===== src/rtl/vex_input_arbiter.sv =====
// Packet-granular round-robin arbiter feeding the vex t0 input port.
// A grant is held for a whole packet; oversized packets are truncated and their tail drained.
module vex_input_arbiter #(
  parameter int unsigned NUM_SRC   = 4,
  parameter int unsigned WIDTH     = 32,
  parameter int unsigned MAX_BEATS = 1024
) (
  input  logic                     clk,
  input  logic                     reset,
  input  logic [NUM_SRC*WIDTH-1:0] s_data,
  input  logic [NUM_SRC-1:0]       s_last,
  input  logic [NUM_SRC-1:0]       s_valid,
  output logic [NUM_SRC-1:0]       s_ready,
  input  logic [NUM_SRC-1:0]       i_enable,
  output logic [WIDTH-1:0]         o_data,
  output logic                     o_last,
  output logic                     o_valid,
  input  logic                     o_ready,
  output logic [2:0]               o_grant_idx,
  output logic                     o_busy,
  output logic                     o_overrun,
  input  logic                     clr_overrun,
  output logic [31:0]              o_pkt_count
);

  localparam int unsigned IDX_W    = (NUM_SRC > 1) ? $clog2(NUM_SRC) : 1;
  localparam int unsigned CNT_W    = (MAX_BEATS > 1) ? $clog2(MAX_BEATS) : 1;
  localparam bit          LIMIT_EN = (MAX_BEATS != 0);

  typedef enum logic [1:0] {
    ST_IDLE,
    ST_LOCKED,
    ST_DRAIN
  } state_e;

  state_e           state_q;
  logic [IDX_W-1:0] grant_q;
  logic [IDX_W-1:0] last_grant_q;
  logic [CNT_W-1:0] beat_cnt_q;

  logic [WIDTH-1:0] src_data [NUM_SRC];
  logic [NUM_SRC-1:0] cand;
  logic [IDX_W-1:0]   pick;
  logic               pick_vld;
  int unsigned        cand_idx;
  logic               accept;
  logic               in_last;
  logic               fwd;
  logic               trunc;

  for (genvar g = 0; g < NUM_SRC; g++) begin : g_unpack
    assign src_data[g] = s_data[g*WIDTH +: WIDTH];
  end

  // Round-robin search starting just after the previous grant
  always_comb begin
    cand     = s_valid & i_enable;
    pick     = '0;
    pick_vld = 1'b0;
    cand_idx = 0;
    for (int unsigned k = 1; k <= NUM_SRC; k++) begin
      cand_idx = (32'(last_grant_q) + k) % NUM_SRC;
      if (!pick_vld && cand[IDX_W'(cand_idx)]) begin
        pick     = IDX_W'(cand_idx);
        pick_vld = 1'b1;
      end
    end
  end

  // Only the granted source sees ready; in DRAIN its beats are swallowed
  always_comb begin
    s_ready = '0;
    if (state_q == ST_LOCKED) begin
      s_ready[grant_q] = ~o_valid | o_ready;
    end else if (state_q == ST_DRAIN) begin
      s_ready[grant_q] = 1'b1;
    end
  end

  assign accept  = s_valid[grant_q] & s_ready[grant_q];
  assign in_last = s_last[grant_q];
  assign fwd     = (state_q == ST_LOCKED) && accept;
  assign trunc   = LIMIT_EN && fwd && !in_last &&
                   (beat_cnt_q == CNT_W'(MAX_BEATS - 1));

  assign o_grant_idx = 3'(grant_q);
  assign o_busy      = (state_q != ST_IDLE);

  always_ff @(posedge clk) begin
    if (reset) begin
      state_q      <= ST_IDLE;
      grant_q      <= '0;
      last_grant_q <= IDX_W'(NUM_SRC - 1);
      beat_cnt_q   <= '0;
      o_valid      <= 1'b0;
      o_data       <= '0;
      o_last       <= 1'b0;
      o_overrun    <= 1'b0;
      o_pkt_count  <= '0;
    end else begin
      if (fwd) begin
        o_valid <= 1'b1;
        o_data  <= src_data[grant_q];
        o_last  <= in_last | trunc;
      end else if (o_ready) begin
        o_valid <= 1'b0;
      end

      // A truncation in the same cycle as a clear keeps the flag set
      if (trunc) begin
        o_overrun <= 1'b1;
      end else if (clr_overrun) begin
        o_overrun <= 1'b0;
      end

      unique case (state_q)
        ST_IDLE: begin
          if (pick_vld) begin
            grant_q      <= pick;
            last_grant_q <= pick;
            state_q      <= ST_LOCKED;
          end
        end
        ST_LOCKED: begin
          if (accept) begin
            if (in_last || trunc) begin
              beat_cnt_q  <= '0;
              o_pkt_count <= o_pkt_count + 32'd1;
              state_q     <= in_last ? ST_IDLE : ST_DRAIN;
            end else begin
              beat_cnt_q <= beat_cnt_q + CNT_W'(1);
            end
          end
        end
        ST_DRAIN: begin
          if (accept && in_last) begin
            state_q <= ST_IDLE;
          end
        end
        default: state_q <= ST_IDLE;
      endcase
    end
  end

endmodule

===== config.mk =====
export PLATFORM = sky130hd
export DESIGN_NAME = vex_input_arbiter
export DESIGN_NICKNAME = d
export VERILOG_FILES = /design/src/rtl/vex_input_arbiter.sv
export SDC_FILE = /design/constraint.sdc
export NUM_CORES = 1
export LEC_CHECK = 0
export ABC_AREA = 1
export BUFFER_PORTS_ARGS = -buffer_cell sky130_fd_sc_hd__buf_2
export CAP_MARGIN = 20
export CORE_UTILIZATION = 48
export DETAILED_ROUTE_END_ITERATION = 8
export GPL_TIMING_DRIVEN = 0
export HOLD_SLACK_MARGIN = 0.06
export PLACE_DENSITY = 0.82
export SLEW_MARGIN = 15
export SYNTH_ARGS = -nofsm -noshare
export SYNTH_HDL_FRONTEND = slang
export SYNTH_SLANG_ARGS = --single-unit

===== constraint.sdc =====
create_clock -name clk -period 2.3 [get_ports clk]
set_input_delay 0.115 -clock clk [delete_from_list [all_inputs] [get_ports clk]]
set_output_delay 0.115 -clock clk [all_outputs]
set_load 0.05 [all_outputs]

==> flow_summary.json, run 1 <==
{
  "status": "complete, no violations",
  "synth-async-reset-ratio_pct": 0,
  "cts_buffer_depth": 2,
  "synth_cell_type_count": 35,
  "area_delta_synth_final_pct": 41.6,
  "num_vias": 6271,
  "ys_warn_count": 0,
  "dp_hpwl_mm": 12.7,
  "fin_nets": 1161,
  "viasPerCell": 5.42,
  "crit_path_frequent_cell": "nand2_1",
  "wire_per_inst_um": 15.0,
  "yosys-top-cells-area": "dfxtp_1, nand2_1, a21oi_1",
  "syn-instance-count": 736,
  "synth_fp_nets": 882,
  "synth-main-ff-cell": "dfxtp_1",
  "path_clk_slew_ns": 0.10,
  "startpoint_type": "flop",
  "period_share_pct": 90.4,
  "clk_latency_ns": 0.35,
  "synthTopCellsByCount": "nand2_1, a21oi_1, dfxtp_1",
  "cts_tree": "yes",
  "grt_pass1_wl_mm": 27.6,
  "htree_levels": 3,
  "utilization_pct": 69.8,
  "peakVddDrop_mv": 0.676,
  "crit_fanout": 10,
  "die-area_sq_um": 10400,
  "synth.most_common_cell": "nand2_1",
  "fmax_ghz": 0.481,
  "gr-usage-all-layers_pct": 33.9,
  "final.min_clock_period_ns": 2.08,
  "first_pass_iters": 5,
  "hold_viol_final": 0,
  "finalMaxSlewViolations": 0,
  "dieWidth_um": 102,
  "fin_setup_tns_ns": 0,
  "drive_gt1_share_pct": 25.2,
  "yosysTopAreaCellShare_pct": 34.7,
  "maxCapViolCount": 0,
  "critPathSlowestCell": "clkbuf_1",
  "r2r_setup_slack_ns": 0.22,
  "clock_sinks": 83,
  "critPathMaxStageDelay_ns": 0.45,
  "syn_area_sq_um": 4790,
  "clock_skew_ns": 0.0178,
  "ys_seq_area_share_pct": 34.7,
  "core_area_sq_um": 9730,
  "rsz0062_at_grt": "no",
  "crit_chain": "inv_2, nand2_1, nand2_1, nand2_1, nand2_1, nand2_2, inv_2, clkbuf_1, o21ai_0, a21oi_1",
  "grt_overflow": 0,
  "yosys.area.top_type": "dfxtp_1",
  "p_leak_nw": 3.06,
  "crit_type": "reg2reg",
  "rows": 36,
  "wl_mm": 17.3,
  "cts_setup_buffers": 0,
  "endpoint_kind": "flop",
  "drt_iter0_markers": 313,
  "p_per_area_nw_per_um2": 944,
  "cts_root_buffer": "clkbuf_8",
  "tightestPinTransition_ns": 0.609,
  "gp_congestion": 0.946,
  "relSlewSlack_pct": 59.4,
  "worstPathRequired_ns": 2.57,
  "synth_edf_count": 0,
  "io_pins": 219,
  "hold_class": "in2reg",
  "cp_data_arrival_time_ns": 2.35,
  "cts_buffers": 9,
  "die_h_um": 102,
  "setup_violations": 0,
  "drc": 0,
  "ys_ff_latch": 83,
  "antenna_left": 0,
  "antenna_found_initial": 4,
  "grt_max_degree": 14,
  "first_global_vias": 5927,
  "avgSynthCellArea_sq_um": 6.51,
  "io_buffers": 217,
  "initial_utilization_pct": 49.3
}
-- report_power, final --
group / total, mW / internal (mW) / switching (mW)
logic: 3.38 / 0.972 / 2.41
registers: 1.88 / 1.71 / 0.172
clock network: 1.15 / 0.614 / 0.531
total: 6.41 / 3.29 / 3.12
-- flip-flops by register name (all words and copies together), names as in the netlist --
signal / count
o_last: 1
o_overrun: 1
o_valid: 1
o_pkt_count: 32
o_data: 32
state_q: 2
grant_q: 2
last_grant_q: 2
beat_cnt_q: 10
-- cells in the final DEF, fill, tap and decap left out, drive strengths merged, types with 2 or more instances in the layout --
master / instances
nor3: 31
nand4: 7
nand2: 225
o21bai: 2
nand3: 33
diode: 4
a21oi: 99
nor3b: 7
o21ai: 42
xor2: 16
buf: 228
a221oi: 32
nand3b: 2
nor2: 63
xnor2: 4
inv: 44
ha: 2
o211ai: 2
bufinv: 2
dlygate4sd3: 51
dfxtp: 83
clkinvlp: 2
clkbuf: 38
-- metrics by stage --
stage	instance area (sq um)	std cells	total power [mW]	setup WS, ns	hold slack [ns]
global placement	6050	1086	5.11	0.279	0.394
floorplan	4800	736	4.28	0.0876	0.297
detailed placement	6050	1086	5.13	0.226	0.400
CTS	6770	1153	6.35	0.144	0.0615
finish	6790	1157	6.41	0.221	0.0721
global route	6790	1157	6.80	0.0398	0.0704
-- metal layers --
metal	GRT usage, %	wire length [um]	up-vias	part of all wire [%]
met1	38.9	6730	2817	39
met5	0	0	-	0
met2	58.7	8390	341	48
met4	14.9	611	0	3.5
met3	9.92	1580	64	9.1
li1	-	-	3049	-
-- cell type report --
type / count / area [sq um]
clock buffer: 12 / 135
multi-input combinational: 571 / 2810
sequential: 83 / 1660
clock inverter: 4 / 75.1
antenna: 4 / 10.0
inverter: 45 / 171
timing repair buffer: 268 / 1600
fill: 908 / 2940
tap: 133 / 166
buffer: 37 / 168
-- worst paths after layout --
| kind | startpoint | end | cells past startpoint |
|---|---|---|---|
| worst max-delay path | grant_q[0] | o_data[28] | 10 |
| worst min-delay path | s_data[86] | o_data[22] | 3 |
| worst max register to register | grant_q[0] | o_data[28] | 10 |
| worst min register to register | o_overrun | o_overrun | 2 |
-- logic make-up after synthesis --
group	after synthesis	synth area share, %
AND/OR/NAND/NOR	369	32.3
AO/OA/AOI/OAI	179	21.8
flip-flops	83	34.7
buffers and inverters	82	7.05
XOR/XNOR	20	3.65
adder cells (fa/ha/maj)	2	0.522
other	1	0.0782
-- worst max-delay path: cells and delay by family (launching register included) --
family	cells	cell delay (ns)
AOI/OAI and AO/OA	2	0.32
buffers and inverters	3	0.85
and+or+nand+nor	5	0.44
DFF	1	0.40
-- what timing repair did --
item,4_1_cts,5_1_grt
gates resized for setup,0,3
hold endpoints to repair,29,0
setup endpoints to repair,0,2
hold buffers,51,0
Note: power is estimated with default switching activity, not from simulation.
==> inputs of run 2 (changes only) <==
--- a/config.mk
+++ b/config.mk
@@ -5,14 +5,13 @@
 export SDC_FILE = /design/constraint.sdc
 export NUM_CORES = 1
 export LEC_CHECK = 0
-export ABC_AREA = 1
 export BUFFER_PORTS_ARGS = -buffer_cell sky130_fd_sc_hd__buf_2
 export CAP_MARGIN = 20
-export CORE_UTILIZATION = 48
+export CORE_UTILIZATION = 47
 export DETAILED_ROUTE_END_ITERATION = 8
 export GPL_TIMING_DRIVEN = 0
 export HOLD_SLACK_MARGIN = 0.06
-export PLACE_DENSITY = 0.82
+export PLACE_DENSITY = 0.81
 export SLEW_MARGIN = 15
 export SYNTH_ARGS = -nofsm -noshare
 export SYNTH_HDL_FRONTEND = slang
==> run 2 against run 1 <==
Area after synthesis shrank 6.6%; count of clock-buffer cells in the layout shrank 2; hold slack lost 0.0076 ns; via count shrank 25%; total power shrank 40%; final area shrank 12%; combinational power shrank 70%; critical endpoint is now o_pkt_count[0]; die area shrank 4.5%; utilization shrank 4.8 points; final cell count shrank 26%; non-clock buffer count shrank 55; fmax shrank 5.7%.
==> flow_summary.json, run 2 <==
{
  "status": "complete, no violations",
  "first_pass_iters": 4,
  "synth_edf_count": 0,
  "clock_skew_ns": 0.0112,
  "synth_cell_type_count": 52,
  "crit_chain": "mux4_2, a41oi_4, clkbuf_4, nor2_1, xnor2_1, nor2_1",
  "holdWs_ns": 0.0645,
  "crit_type": "reg2reg",
  "tightestPinTransition_ns": 0.648,
  "p_leak_nw": 2.56,
  "antenna_found_initial": 1,
  "core_area_sq_um": 9240,
  "dp_hpwl_mm": 11.1,
  "cts_tree": "yes",
  "crit_path_frequent_cell": "nor2_1",
  "area_delta_synth_final_pct": 34.1,
  "hold_viol_final": 0,
  "total_power_mw": 3.85,
  "cp_data_arrival_time_ns": 2.43,
  "critPathMaxStageDelay_ns": 0.63,
  "syn_area_sq_um": 4480,
  "io_pins": 219,
  "worstPathRequired_ns": 2.53,
  "pre_cts_ws_ns": 0.0119,
  "htree_levels": 3,
  "cts_buffer_depth": 2,
  "reg_top3": "o_data x32, o_pkt_count x32, beat_cnt_q x10",
  "die-area_sq_um": 9920,
  "rows": 35,
  "fill_cells": 775,
  "cts_buffers": 9,
  "rsz0062_at_grt": "yes",
  "hold_class": "in2reg",
  "hold_buffers": 0,
  "clock_sinks": 83,
  "final_cell_mix": "buf_2, nand2_1, dfxtp_1, a21oi_1, nor2_1",
  "avgSynthCellArea_sq_um": 9.05,
  "io_buffers": 217,
  "worstPathBufferInverterCount": 1,
  "num_vias": 4714,
  "critPathSlowestCell": "mux4_2",
  "first_global_vias": 4564,
  "ys_ff_latch": 83,
  "startpoint_type": "flop",
  "drc": 0,
  "yosys.area.top_type": "dfxtp_1",
  "synth.most_common_cell": "nand2_1",
  "drive_gt1_share_pct": 40.5,
  "drt_iter0_markers": 197,
  "ys_warn_count": 0,
  "fmax_ghz": 0.453,
  "die_h_um": 99.6,
  "clk_latency_ns": 0.35,
  "crit_fanout": 10,
  "path_clk_slew_ns": 0.09,
  "setup_violations": 0,
  "synth_fp_nets": 641,
  "finalMaxSlewViolations": 0,
  "ys_seq_area_share_pct": 37.1,
  "syn-instance-count": 495,
  "gp_congestion": 0.918,
  "final_common_cell": "buf_2",
  "period_share_pct": 95.9,
  "final.min_clock_period_ns": 2.21,
  "fin_ws_ns": 0.0947,
  "synthTopCellsByCount": "nand2_1, dfxtp_1, a21oi_1",
  "p_per_area_nw_per_um2": 642,
  "grt_overflow": 0,
  "cts_root_buffer": "clkbuf_8",
  "maxCapViolCount": 0,
  "yosysTopAreaCellShare_pct": 37.1,
  "initial_utilization_pct": 48.5,
  "viasPerCell": 5.49,
  "relSlewSlack_pct": 56.4,
  "dieWidth_um": 99.6,
  "endpoint_kind": "flop",
  "synth-main-ff-cell": "dfxtp_1",
  "wl_mm": 13.9,
  "fin_nets": 869,
  "gr-usage-all-layers_pct": 28.2,
  "antenna_left": 0,
  "synth-async-reset-ratio_pct": 0,
  "wire_per_inst_um": 16.2,
  "yosys-top-cells-area": "dfxtp_1, mux4_2, nand2_1",
  "crit_family": "multiplexers",
  "peakVddDrop_mv": 0.375,
  "grt_pass1_wl_mm": 21.9,
  "grt_max_degree": 15
}
[run 2: cell types whose count changed in the layout (fill, tap and decap cells not counted), moves of 31 or more]
cell,delta
nand2_1,-132
o21ai_0,-31
a21oi_1,-42
mux4_2,+34
dlygate4sd3_1,-51
inv_1,-34
a221oi_1,-31
[run 2: per-layer routing]
metal / global-route usage, % / vias up / wire (um)
li1: - / 2249 / -
met2: 49.9 / 206 / 7120
met1: 31.9 / 2223 / 5330
met4: 13.3 / 0 / 450
met5: 0 / - / 0
met3: 7.03 / 36 / 1030
[run 2: area by class of cell]
type                       count  area [sq um]  share of cell area (%)
multi-input combinational    373          2660                    44.3
sequential                    83          1660                    27.7
timing repair buffer         217          1090                    18.1
tap                          129           161                    2.69
buffer                        33           159                    2.65
clock buffer                  10           138                    2.29
clock inverter                 6           113                    1.87
inverter                       6          22.5                   0.375
antenna                        1          2.50                  0.0417
[run 2: worst paths after layout]
kind               start        endpoint  slack, ns  cells after the start
max           grant_q[0]  o_pkt_count[0]       0.09                      6
min          clr_overrun       o_overrun       0.06                      4
max reg2reg   grant_q[0]  o_pkt_count[0]       0.09                      6
min reg2reg   o_data[23]      o_data[23]       0.45                      2
[run 2: worst register-to-register path, delay by kind of cell, from the launching register on]
family / cells / cell delay [ns]
buffers and inverters: 1 / 0.29
multiplexers: 1 / 0.63
XOR/XNOR: 1 / 0.15
flip-flops: 1 / 0.47
AO/OA/AOI/OAI: 1 / 0.36
AND/OR/NAND/NOR: 2 / 0.18
[run 2: cells by family after synthesis]
family / synth area share (%)
simple gates: 24.4
other cells: 0.0837
compound gates: 11.1
mux: 17.6
xor+xnor: 5.28
flops: 37.1
fa+ha+maj: 0.559
buf+inv: 3.88
[run 2: repair_timing]
action,in CTS,in global routing
setup buffers,0,0
gates resized for setup,3,3
endpoints found under the setup margin,4,5
[run 2: per-stage QoR]
| stage | cells | utilization (%) | cell area (sq um) | TNS, ns |
|---|---|---|---|---|
| 6_report | 858 | 65.0 | 6010 | 0 |
| 5_1_grt | 858 | 65.0 | 6010 | -0.0648 |
| 4_1_cts | 857 | 64.9 | 5990 | 0 |
| 3_5_place_dp | 841 | 62.0 | 5730 | 0 |
| 3_3_place_gp | 841 | 62.0 | 5730 | 0 |
| 2_1_floorplan | 495 | - | 4480 | 0 |
[run 2: where the power goes]
part	internal (mW)	switching (mW)	leakage, nW
Clock	0.753	0.549	0.126
Sequential	1.50	0.0444	0.673
Combinational	0.399	0.607	1.76
Total	2.65	1.20	2.56
